`config.mk`:
```
export PLATFORM = sky130hd
export DESIGN_NAME = flash_arbiter
export DESIGN_NICKNAME = d
export VERILOG_FILES = /design/src/rtl/flash_arbiter.sv
export SDC_FILE = /design/constraint.sdc
export NUM_CORES = 1
export LEC_CHECK = 0
export ABC_AREA = 0
export CORE_MARGIN = 8
export CORE_UTILIZATION = 44
export CTS_CLUSTER_SIZE = 30
export DETAILED_ROUTE_END_ITERATION = 7
export PLACE_DENSITY = 0.86
export REMOVE_ABC_BUFFERS = 1
export SYNTH_ARGS = -nofsm -noshare
export SYNTH_HDL_FRONTEND = slang
export SYNTH_SLANG_ARGS = --single-unit
```
`constraint.sdc`:
```
create_clock -name in_clk -period 5.8 [get_ports in_clk]
set_clock_uncertainty 0.15 [all_clocks]
set_input_delay 0.87 -clock in_clk [delete_from_list [all_inputs] [get_ports in_clk]]
set_output_delay 0.87 -clock in_clk [all_outputs]
set_load 0.02 [all_outputs]
```
`src/rtl/flash_arbiter.sv`:
```
// Two-requester round-robin front end for the flash_serial engine: grants one
// requester, sequences its burst of in_len+1 words, and returns/requests data.
module flash_arbiter #(
  parameter int WORD_BITS     = 8,
  parameter int ADDRESS_WORDS = 3,
  parameter int LEN_BITS      = 8
) (
  input  logic                                 in_clk,
  input  logic                                 in_rst,
  input  logic [1:0]                           in_req,
  input  logic [1:0]                           in_read,
  input  logic [2*WORD_BITS*ADDRESS_WORDS-1:0] in_addr,
  input  logic [2*LEN_BITS-1:0]                in_len,
  input  logic [2*WORD_BITS-1:0]               in_wdata,
  output logic [1:0]                           out_grant,
  output logic [WORD_BITS-1:0]                 out_rdata,
  output logic                                 out_rvalid,
  output logic                                 out_wnext,
  output logic                                 out_done,
  output logic                                 out_flash_enable,
  output logic                                 out_flash_read,
  output logic [WORD_BITS*ADDRESS_WORDS-1:0]   out_flash_addr,
  output logic [WORD_BITS-1:0]                 out_flash_data,
  input  logic [WORD_BITS-1:0]                 in_flash_data,
  input  logic                                 in_flash_next_word,
  input  logic                                 in_flash_word_finished
);

  localparam int AW = WORD_BITS * ADDRESS_WORDS;

  typedef enum logic [1:0] {S_IDLE, S_RUN, S_DRAIN, S_DONE} state_t;

  state_t                r_state;
  state_t                w_next;
  logic                  r_nw_q;
  logic                  r_wf_q;
  logic                  r_last_grant;
  logic                  r_sel;
  logic                  r_rw;
  logic [AW-1:0]         r_addr;
  logic [LEN_BITS-1:0]   r_len;
  logic [LEN_BITS-1:0]   r_word_ctr;
  logic [WORD_BITS-1:0]  r_rdata;
  logic                  r_rvalid;
  logic                  r_wnext;

  logic                  w_nw_rise;
  logic                  w_wf_fall;
  logic                  w_pick;
  logic                  w_last_word;

  assign w_nw_rise   = in_flash_next_word & ~r_nw_q;
  assign w_wf_fall   = ~in_flash_word_finished & r_wf_q;
  assign w_last_word = (r_word_ctr == r_len);
  // On a tie the requester not served last wins; otherwise whoever asks.
  assign w_pick      = (&in_req) ? ~r_last_grant : in_req[1];

  always_ff @(posedge in_clk) begin
    if (!in_rst) r_state <= S_IDLE;
    else         r_state <= w_next;
  end

  always_comb begin
    w_next = r_state;
    unique case (r_state)
      S_IDLE:  if (|in_req) w_next = S_RUN;
      S_RUN:   if (w_nw_rise && w_last_word) w_next = S_DRAIN;
      S_DRAIN: if (w_wf_fall) w_next = S_DONE;
      S_DONE:  w_next = S_IDLE;
      default: w_next = S_IDLE;
    endcase
  end

  always_comb begin
    out_flash_enable = 1'b0;
    out_flash_read   = 1'b1;
    out_grant        = 2'b00;
    out_done         = 1'b0;
    out_flash_data   = '0;
    unique case (r_state)
      S_IDLE: ;
      S_RUN: begin
        // Enable drops in the very cycle the engine asks for the word after the last.
        out_flash_enable = ~(w_nw_rise && w_last_word);
        out_flash_read   = r_rw;
        out_grant        = r_sel ? 2'b10 : 2'b01;
        out_flash_data   = r_rw ? '0 : (r_sel ? in_wdata[2*WORD_BITS-1:WORD_BITS]
                                              : in_wdata[WORD_BITS-1:0]);
      end
      S_DRAIN: begin
        out_flash_read = r_rw;
        out_grant      = r_sel ? 2'b10 : 2'b01;
        out_flash_data = r_rw ? '0 : (r_sel ? in_wdata[2*WORD_BITS-1:WORD_BITS]
                                            : in_wdata[WORD_BITS-1:0]);
      end
      S_DONE: begin
        out_flash_read = r_rw;
        out_done       = 1'b1;
      end
      default: ;
    endcase
  end

  always_ff @(posedge in_clk) begin
    if (!in_rst) begin
      r_nw_q       <= 1'b0;
      r_wf_q       <= 1'b0;
      r_last_grant <= 1'b1;
      r_sel        <= 1'b0;
      r_rw         <= 1'b1;
      r_addr       <= '0;
      r_len        <= '0;
      r_word_ctr   <= '0;
      r_rdata      <= '0;
      r_rvalid     <= 1'b0;
      r_wnext      <= 1'b0;
    end else begin
      r_nw_q   <= in_flash_next_word;
      r_wf_q   <= in_flash_word_finished;
      r_rvalid <= 1'b0;
      r_wnext  <= 1'b0;
      unique case (r_state)
        S_IDLE: begin
          if (|in_req) begin
            r_sel      <= w_pick;
            r_rw       <= in_read[w_pick];
            r_addr     <= w_pick ? in_addr[2*AW-1:AW] : in_addr[AW-1:0];
            r_len      <= w_pick ? in_len[2*LEN_BITS-1:LEN_BITS] : in_len[LEN_BITS-1:0];
            r_word_ctr <= '0;
          end
        end
        S_RUN: begin
          if (w_wf_fall && (r_word_ctr < r_len)) begin
            r_word_ctr <= r_word_ctr + 1'b1;
            if (r_rw) begin
              r_rdata  <= in_flash_data;
              r_rvalid <= 1'b1;
            end else begin
              r_wnext  <= 1'b1;
            end
          end
        end
        S_DRAIN: begin
          if (w_wf_fall && r_rw) begin
            r_rdata  <= in_flash_data;
            r_rvalid <= 1'b1;
          end
        end
        S_DONE: r_last_grant <= r_sel;
        default: ;
      endcase
    end
  end

  assign out_flash_addr = r_addr;
  assign out_rdata      = r_rdata;
  assign out_rvalid     = r_rvalid;
  assign out_wnext      = r_wnext;

endmodule

```
Word level (Yosys, flattened, before mapping)
Cells that the tools add are included.

operators by class
  add/subtract/negate cells = 1
  order comparisons = 2
  equality and inequality tests = 10
  mux-type cells = 29
  bitwise logic cells = 6
  reduce and logical (&&, ||, !) cells = 15

operators with widths
  kind                   count
  $mux W8                9
  $pmux W8 S2            2
  $mux W24               1
  $ne A2 B2 Y1 const B   6
  $mux W1                10
  $mux W2                5
  $reduce_and A3 Y1      3
  $add A8 B1 Y8 const B  1
  $eq A8 B8 Y1           1
  $lt A8 B8 Y1           1
  $pmux W2 S4            1
  $eq A2 B2 Y1 const B   2
  $not A1 Y1             4
  $reduce_and A2 Y1      2
  $reduce_and A4 Y1      1
  $reduce_bool A2 Y1     2
  $reduce_or A2 Y1       2
  $logic_and A1 B1 Y1    3
  $reduce_or A3 Y1       1
  $and A1 B1 Y1          2
  $eq A2 B1 Y1 const B   1
  $logic_not A2 Y1       1
  $lt A1 B2 Y1 const B   1
  $pmux W1 S2            1

storage, ports and cells
  register bits after elaboration = 57
  input bits = 96
  output and inout bits = 47
  word-level logic and storage cells = 75

Longest topological paths before layout
  word-level depth = 5
  depth in mapped cells = 8
  mapped depth without buffers = 7

Worst setup path after synthesis
OpenSTA, ideal clock, no wires.

  kind = input to output
  from = input port in_flash_next_word
  to = output port out_flash_enable
  arrival = 1.265 ns
  setup slack = 3.515 ns
  stages on the path = 2
  path buffers = 0
  cells stage by stage = nand4b_1 > o31a_1

on the way
  cells in the longest elaborated chain, start to end = 4

ends and longest elaborated chain
  element              line  text
  start, declared      25    input logic in_flash_next_word,
  $and A1 B1 Y1        52    assign w_nw_rise = in_flash_next_word & ~r_nw_q;
  $logic_and A1 B1 Y1  84    out_flash_enable = ~(w_nw_rise && w_last_word);
  $not A1 Y1           84
  $mux W1              80    unique case (r_state)
  end, declared        20    output logic out_flash_enable,

Every way passes these cells.

Worst setup path in the final report
Same ends and word-level chain as after synthesis.

==> flow_metrics.env <==
export IMPL_status="finished, final reports clean"
export IMPL_fin_crit_ns=3.29
export IMPL_globalplace_congestion=0.881
export IMPL_clk_pin_slew_ns=0.06
export IMPL_drive_gt1_frac=0.0600
export IMPL_synth_seq_cells=57
export IMPL_crit_arrival_ns=2.27
export IMPL_cts_buffers=9
export IMPL_cp_end_kind="output port"
export IMPL_port_buffers=142
export IMPL_dpl_hpwl_um=6790
export IMPL_routed_wl_um=8630
export IMPL_path_class="in2out"
export IMPL_slew_headroom=0.535
export IMPL_powerDensity_nw_per_um2=355
export IMPL_grt_pass1_wl_um=14800
export IMPL_setup_violations_final=0
export IMPL_initial_core_util=0.443
export IMPL_insertedDiodeCount=0
export IMPL_h_tree_depth=3
export IMPL_slew_viol_final=0
export IMPL_dieArea_um2=9560
export IMPL_die_h_um=97.8
export IMPL_p_total_mw=1.64
export IMPL_hold_viol_final=0
export IMPL_yosys_cell_types_count=42
export IMPL_rows=30
export IMPL_timing_final_crit_share=0.567
export IMPL_drc_errors=0
export IMPL_crit_required_ns=4.78
export IMPL_cp_max_fo=2
export IMPL_netlist_instances=326
export IMPL_grt_pass1_vias=3121
export IMPL_dp_cells=532
export IMPL_cts_tree="done"
export IMPL_ctsHoldBuffers=0
export IMPL_ys_flop_type="dfxtp_1"
export IMPL_wire_per_inst_um=15.8
export IMPL_async_reset_ff_frac=0
export IMPL_gr_total_overflow=0
export IMPL_syn_avg_cell_area_um2=9.03
export IMPL_post_cts_buffers=0
export IMPL_clock_sinks=57
export IMPL_synth_edff_count=0
export IMPL_area_growth_pct=57.0
export IMPL_cts_resized_gates=0
export IMPL_reg2reg_slack_ns=3.25
export IMPL_tightest_slew_ns=0.697
export IMPL_fin_setup_tns_ns=0
export IMPL_antenna_found_initial=0
export IMPL_grt_usage=0.186
export IMPL_synthesis_area_um2=2940
export IMPL_ir_worst_vdd_mv=0.206
export IMPL_finalInstanceArea_um2=4620
export IMPL_rsz0062_at_grt="false"
export IMPL_ios=143
export IMPL_final_cell_mix="clkdlybuf4s50_1 (142), dfxtp_1 (57), mux2i_1 (53)"
export IMPL_ys_seq_area_frac=0.388
export IMPL_die_width_um=97.8
export IMPL_num_vias=2827
export IMPL_final_common_cell="clkdlybuf4s50_1"
export IMPL_hold_slack_ns=0.307
export IMPL_nNetsFinal=573
export IMPL_drt_iter0_drc=127
export IMPL_via_per_inst=5.17
export IMPL_clockRootBuffer="clkbuf_8"
export IMPL_min_path_type="reg2reg"
export IMPL_insertion_delay_ns=0.32
export IMPL_p_leak_nw=1.78
export IMPL_fmax_ghz=0.304
export IMPL_yosys_warnings=0
export IMPL_path_common_cell="clkdlybuf4s50_1"
export IMPL_start_kind="input port"
export IMPL_path_cells="clkdlybuf4s50_1 -> nand4b_1 -> o31a_1 -> clkdlybuf4s50_1"
export IMPL_fin_cells=547
export IMPL_dr_pass1_iters=4
export IMPL_cap_violations=0
export IMPL_slowest_delay_ns=0.54
export IMPL_place_area_um2=4430
export IMPL_clock_path_buffers=2
export IMPL_core_area_um2=6640
export IMPL_critPathSlowestCell="clkdlybuf4s50_1"
export IMPL_grt_max_degree=40
export IMPL_ant_nets=0
-- state kept, by name, indices dropped and copies added (netlist names) --
register / flops
out_wnext: 1
out_flash_addr: 24
r_rw: 1
r_last_grant: 1
r_wf_q: 1
r_word_ctr: 8
r_len: 8
out_rdata: 8
r_state: 2
r_nw_q: 1
r_sel: 1
out_rvalid: 1
-- Yosys cell counts (2+ instances only) --
| library cell | number | share of area |
|---|---|---|
| a211oi_1 | 36 | 0.092 |
| a21boi_1 | 2 | 0.0051 |
| a21oi_1 | 7 | 0.012 |
| a31o_2 | 2 | 0.0060 |
| and2_1 | 3 | 0.0064 |
| buf_1 | 4 | 0.0051 |
| buf_2 | 5 | 0.0085 |
| clkbuf_1 | 11 | 0.014 |
| dfxtp_1 | 57 | 0.39 |
| ha_1 | 14 | 0.059 |
| inv_1 | 11 | 0.014 |
| mux2i_1 | 53 | 0.18 |
| nand2_1 | 26 | 0.033 |
| nand2b_1 | 4 | 0.0085 |
| nand3_1 | 8 | 0.014 |
| nor2_1 | 43 | 0.055 |
| nor2b_1 | 5 | 0.011 |
| nor3_1 | 4 | 0.0068 |
| o211ai_1 | 6 | 0.015 |
| or2_1 | 2 | 0.0042 |
| or3_1 | 2 | 0.0042 |
-- path summary, 6_finish.rpt --
kind              depth (start not counted)                      start                          to
setup reg to reg                          7    r_state[0]$_SDFFE_PN0P_  r_word_ctr[4]$_SDFFE_PN0P_
hold / removal                            2  out_rdata[6]$_SDFFE_PN0P_   out_rdata[6]$_SDFFE_PN0P_
hold reg to reg                           2  out_rdata[6]$_SDFFE_PN0P_   out_rdata[6]$_SDFFE_PN0P_
setup / recovery                          4         in_flash_next_word            out_flash_enable
-- layout make-up --
type,instances,area (um2)
fillers,535,2020
well taps,80,100
clock inverters,3,40.0
clock buffers,12,155
inverters,12,45.0
repair buffers,146,1450
flip-flops and latches,57,1140
multi-input cells,237,1690
-- power by group --
| group | leakage (nW) | internal, mW | switching, mW |
|---|---|---|---|
| Combinational | 1.21 | 0.338 | 0.392 |
| Sequential | 0.469 | 0.487 | 0.0577 |
| Clock | 0.102 | 0.218 | 0.147 |
| Total | 1.78 | 1.04 | 0.597 |
-- critical path, delay by kind of cell --
kind | cells | cell delay, ns
AOI/OAI and AO/OA | 1 | 0.28
buffers and inverters | 2 | 1.02
and+or+nand+nor | 1 | 0.10
-- through the flow --
step | setup slack, ns | util
final | 2.51 | 0.696
after floorplan | 1.86 | -
after detailed placement | 2.50 | 0.666
after global placement | 2.54 | 0.666
after global routing | 2.44 | 0.696
after CTS | 2.50 | 0.696
-- cells by family (layout without fill, tap and decap cells) --
kind of cell | Yosys count | count (layout) | synth area share
adders and majority gates | 14 | 14 | 0.0595
and+or+nand+nor | 106 | 106 | 0.169
buffers and inverters | 32 | 173 | 0.0429
AOI/OAI and AO/OA | 64 | 64 | 0.161
muxes | 53 | 53 | 0.180
DFF | 57 | 57 | 0.388
-- metal layers --
metal  part of all wire  vias to the layer above  GRT usage
li1                   -                     1437          -
met1               0.40                     1275      0.194
met2               0.49                       99      0.325
met3              0.084                       16     0.0754
met4              0.021                        0     0.0779
met5                  0                        -          0
Note: power is estimated with default switching activity, not from simulation.
==> RTL edit 1 (same flow settings) <==
The parameter `LEN_BITS` goes from 8 to 16.
--- a/src/rtl/flash_arbiter.sv
+++ b/src/rtl/flash_arbiter.sv
@@ -4,5 +4,5 @@
   parameter int WORD_BITS     = 8,
   parameter int ADDRESS_WORDS = 3,
-  parameter int LEN_BITS      = 8
+  parameter int LEN_BITS      = 16
 ) (
   input  logic                                 in_clk,
Interface: changed (resized in_len); port bits go from 143 to 159. No check against the original RTL was run, so the function may have changed too.
==> RTL edit 1 against the original RTL <==
Register-to-register slack worse by 610 ps; worst setup slack lost 130 ps; area after synthesis increased by 32%; fmax down 3.8%; sequential cell count is 16 higher; wire length grew 30%; via count grew 35%; power grew 35%; final area grew 25%; largest power group unchanged; highest routed layer unchanged.
==> RTL edit 1: results (changes against the original RTL) <==
| Metric | Value |
|---|---|
| Outcome | `finished, final reports clean` |
| Drt first pass iters | `5 (+1)` |
| Worst-Margin Slew | `1080 ps (+379 ps)` |
| CP max FO | `5 (+3)` |
| Sequential element share of the synthesized area | `37.5% (-1.3 points)` |
| Yosys cell types | `43 (+2.4%)` |
| Pre-CTS WS | `2200 ps (-300 ps)` |
| Worst skew pair latency | `340 ps (+20 ps)` |
| Vias post-DR | `3824 (+35%)` |
| Nets | `730 (+27%)` |
| DP HPWL | `8600 um (+27%)` |
| DP Cell Count | `693 (+30%)` |
| IO buf count | `158 (+11%)` |
| Final Wtd Congestion | `0.877 (-0.37%)` |
| Iter 0 DRT Violations | `227 (+79%)` |
| Final Non-Filler Cells | `709 (+30%)` |
| Leakage | `0.00220 uW (+23%)` |
| Syn avg cell area | `8.66 um2 (-4.1%)` |
| Global-route wire length before repair | `18300 um (+24%)` |
| Largest net degree at the start of global routing | `47 (+18%)` |
| WL final | `11200 um (+30%)` |
| Top area cells in the synthesized netlist | `dfxtp_1 38%, mux2i_1 15%, a211oi_1 8.1%` |
| Worst vdd ir | `0.000199 V (-3.8%)` |
| Worst Path Arrival | `2400 ps (+130 ps)` |
| Leading cell types by count after synthesis | `73 x dfxtp_1, 60 x mux2i_1, 59 x nor2_1` |
## RTL edit 1: cell count changes in the layout (fill, tap and decap cells not counted), sizes merged, moves of 4 or more
cell           change
nand2             +12
dfxtp             +16
or4                +6
o31ai              +5
nor2              +16
ha                 +8
mux2i              +7
a21oi              +8
clkdlybuf4s50     +16
inv               +14
o21ai             +12
a211oi             +6
nand4              +4
## RTL edit 1: layout make-up
cell class,count,area (um2)
tap,108,135
clock inverter,4,76.3
timing repair buffer,162,1610
sequential,73,1460
clock buffer,12,145
multi-input combinational,325,2250
inverter,25,93.8
fill,686,2860
## RTL edit 1: kinds of logic (layout without fill, tap and decap cells)
| group | count (synthesis) | after routing | synth area share, % |
|---|---|---|---|
| AO/OA/AOI/OAI | 97 | 97 | 17.4 |
| XOR/XNOR | 1 | 1 | 0.225 |
| adder cells (fa/ha/maj) | 22 | 22 | 7.06 |
| buffers and inverters | 52 | 203 | 5.17 |
| flip-flops | 73 | 73 | 37.5 |
| multiplexers | 60 | 60 | 15.4 |
| AND/OR/NAND/NOR | 145 | 145 | 17.2 |
## RTL edit 1: power by group
group	switching (uW)	internal, uW
sequential	77.8	634
clock	184	255
combinational	600	468
total	862	1360
## RTL edit 1: worst paths after layout
check,slack (ps),cells past startpoint,endpoint,start
min reg2reg,310,2,out_rdata[5],out_rdata[5]
max,2380,5,out_flash_enable,r_word_ctr[10]
min,310,2,out_rdata[5],out_rdata[5]
max reg2reg,2640,7,r_word_ctr[14],r_word_ctr[10]
## RTL edit 1: worst max-delay path, stage by stage (launching register included)
cell and delay (ps):
dfxtp_1 360, ha_1 310, nand4_1 170, nor4_1 460, a21oi_1 150, clkdlybuf4s50_1 600
## RTL edit 1: through the flow
stage | util [%] | power, uW | hold WS [ps]
floorplan | - | 1380 | 285
global placement | 64.3 | 1750 | 292
detailed placement | 64.3 | 1780 | 298
CTS | 66.9 | 2230 | 310
global route | 66.9 | 2380 | 330
finish | 66.9 | 2220 | 306
## RTL edit 1: per-layer routing
| layer | routed length, um | global-route usage (%) |
|---|---|---|
| met1 | 4480 | 21.7 |
| met2 | 5540 | 31.0 |
| met3 | 990 | 7.27 |
| met4 | 168 | 7.04 |
| met5 | 0 | 0 |
==> RTL edit 2 (same flow settings) <==
Made on the original files. Re-encode `state_t` (4 states) as one-hot, 4 bits wide.
--- a/src/rtl/flash_arbiter.sv
+++ b/src/rtl/flash_arbiter.sv
@@ -29,5 +29,5 @@
   localparam int AW = WORD_BITS * ADDRESS_WORDS;
 
-  typedef enum logic [1:0] {S_IDLE, S_RUN, S_DRAIN, S_DONE} state_t;
+  typedef enum logic [3:0] {S_IDLE = 4'b0001, S_RUN = 4'b0010, S_DRAIN = 4'b0100, S_DONE = 4'b1000} state_t;
 
   state_t                r_state;
Behaviour: same outputs for any inputs over 10 cycles, from zero or initial values and one cycle with in_rst low; not proved beyond that.
==> RTL edit 2 against the original RTL <==
Worst setup slack got worse by 110 ps; largest cell class unchanged; sequential cell count rose by 2; final area rose by 5.3%; combinational power fell by 47%; critical path type is now reg -> out; wire length rose by 12%; power fell by 23%; critical path depth rose by 1; area after synthesis rose by 9.8%; critical endpoint is now out_flash_data[4].
==> RTL edit 2: results (changes against the original RTL) <==
| Metric | Value |
|---|---|
| Worst reg2reg setup slack | `3140 ps (-110 ps)` |
| Setup violators final | `0 (unchanged)` |
| Max FFs per register | `24 (unchanged)` |
| DP HPWL | `7300 um (+7.4%)` |
| Global-route wire length before repair | `15400 um (+4.3%)` |
| Worst Path Arrival | `2380 ps (+110 ps)` |
| Sequential element share of the synthesized area | `36.5% (-2.2 points)` |
| Final Wtd Congestion | `0.765 (-13%)` |
| Post_cts resized | `0 (unchanged)` |
| HP Class | `reg -> reg` |
| R2R Path Start | `r_state[2]` |
| Post-CTS Setup Bufs | `0 (unchanged)` |
| Worst vdd ir | `0.000167 V (-19%)` |
| Largest net degree at the start of global routing | `67 (+68%)` |
| Top area cells in the synthesized netlist | `dfxtp_1 37%, mux2i_1 13%, o211a_1 9.9%` |
| CP max FO | `8 (+6)` |
| Clock Path Buffers | `2 (unchanged)` |
| Leakage | `0.00207 uW (+16%)` |
| Worst path slowest cell | `clkdlybuf4s50_1` |
| Worst hold start | `r_len[6]` |
| IO buf count | `142 (unchanged)` |
| Via density | `5.47 (+5.8%)` |
| Fillers | `564 (+5.4%)` |
| Pre-CTS WS | `2410 ps (-95.0 ps)` |
| Nets | `582 (+1.6%)` |
| Initial antenna violation count | `0 (unchanged)` |
| Pint | `850 uW (-18%)` |
| Crit path time final | `3400 ps (+105 ps)` |
| Ant. Diodes | `0 (unchanged)` |
| Clock slew at the register clock pins of the worst setup and hold paths | `70 ps` |
| Gr usage total | `18.8% (+0.22 points)` |
| Iter 0 DRT Violations | `121 (-4.7%)` |
| WL final | `9670 um (+12%)` |
| Synth warn | `0 (unchanged)` |
| Worst-Margin Slew | `1220 ps (+522 ps)` |
| DR DRC count | `0 (unchanged)` |
| Worst skew pair latency | `340 ps (+20 ps)` |
| Leading cell types by count after synthesis | `59 x dfxtp_1, 44 x nand2_1, 42 x mux2i_1` |
| Num CTS Buffers | `9 (unchanged)` |
| CP startpoint | `r_state[0]` |
| CP max stage delay | `620 ps (+80 ps)` |
| Drt first pass iters | `4 (unchanged)` |
| Vias in the first global route | `3239 (+3.8%)` |
| Ratio of cells with drive above 1 in the final layout | `6.85% (+0.85 points)` |
| Synth async-reset ratio | `0% (unchanged)` |
| H-tree levels | `3 (unchanged)` |
| Yosys cell types | `52 (+24%)` |
| Top Family by Delay on Critical Path | `simple AND/OR/NAND/NOR gates` |
| Root Buffer | `clkbuf_8` |
| Outcome | `finished, final reports clean` |
==> RTL edit 2: final timing paths <==
path         cells after the start                 to
max                              5  out_flash_data[4]
min                              1           r_len[6]
min reg2reg                      1           r_len[6]
max reg2reg                      4      r_word_ctr[2]
==> RTL edit 2: layout make-up <==
class                           count  area share, %
Inverter                            9          0.694
Clock inverter                      6           1.34
Multi-Input combinational cell    254           38.9
Timing Repair Buffer              144           29.4
Tap cell                           99           2.55
Clock buffer                       10           2.83
Sequential cell                    59           24.3
==> RTL edit 2: power by group through the flow <==
stage          clock network [uW]  logic, uW  registers, uW
6_report                      384        387            484
5_1_grt                       408        419            491
4_1_cts                       389        390            484
3_5_place_dp                    0        388            492
3_3_place_gp                    0        378            489
2_1_floorplan                   0        166            526
==> RTL edit 2: metal layers <==
metal | share of wire, % | GRT usage, %
met2 | 52 | 32.7
met5 | 0 | 0
met1 | 38 | 20.0
met4 | 0.79 | 4.81
met3 | 8.3 | 8.87
==> RTL edit 2: cell families (layout without fill, tap and decap cells) <==
family | count (synthesis) | count (layout) | share of synthesized area, %
AOI/OAI and AO/OA | 81 | 81 | 21.9
adders and majority gates | 9 | 9 | 3.48
buffers and inverters | 37 | 169 | 5.34
DFF | 59 | 59 | 36.5
muxes | 42 | 42 | 13.0
and+or+nand+nor | 122 | 122 | 19.7
==> RTL edit 2: through the flow <==
stage               hold slack [ps]  std cells  cell area [um2]  utilization [%]  total power [uW]
finish                          349        581             4860             67.8              1260
global route                    368        581             4860             67.8              1320
CTS                             351        581             4860             67.8              1260
detailed placement              336        565             4660             65.0               880
global placement                327        565             4660             65.0               867
floorplan                       285        322             3090                -               692
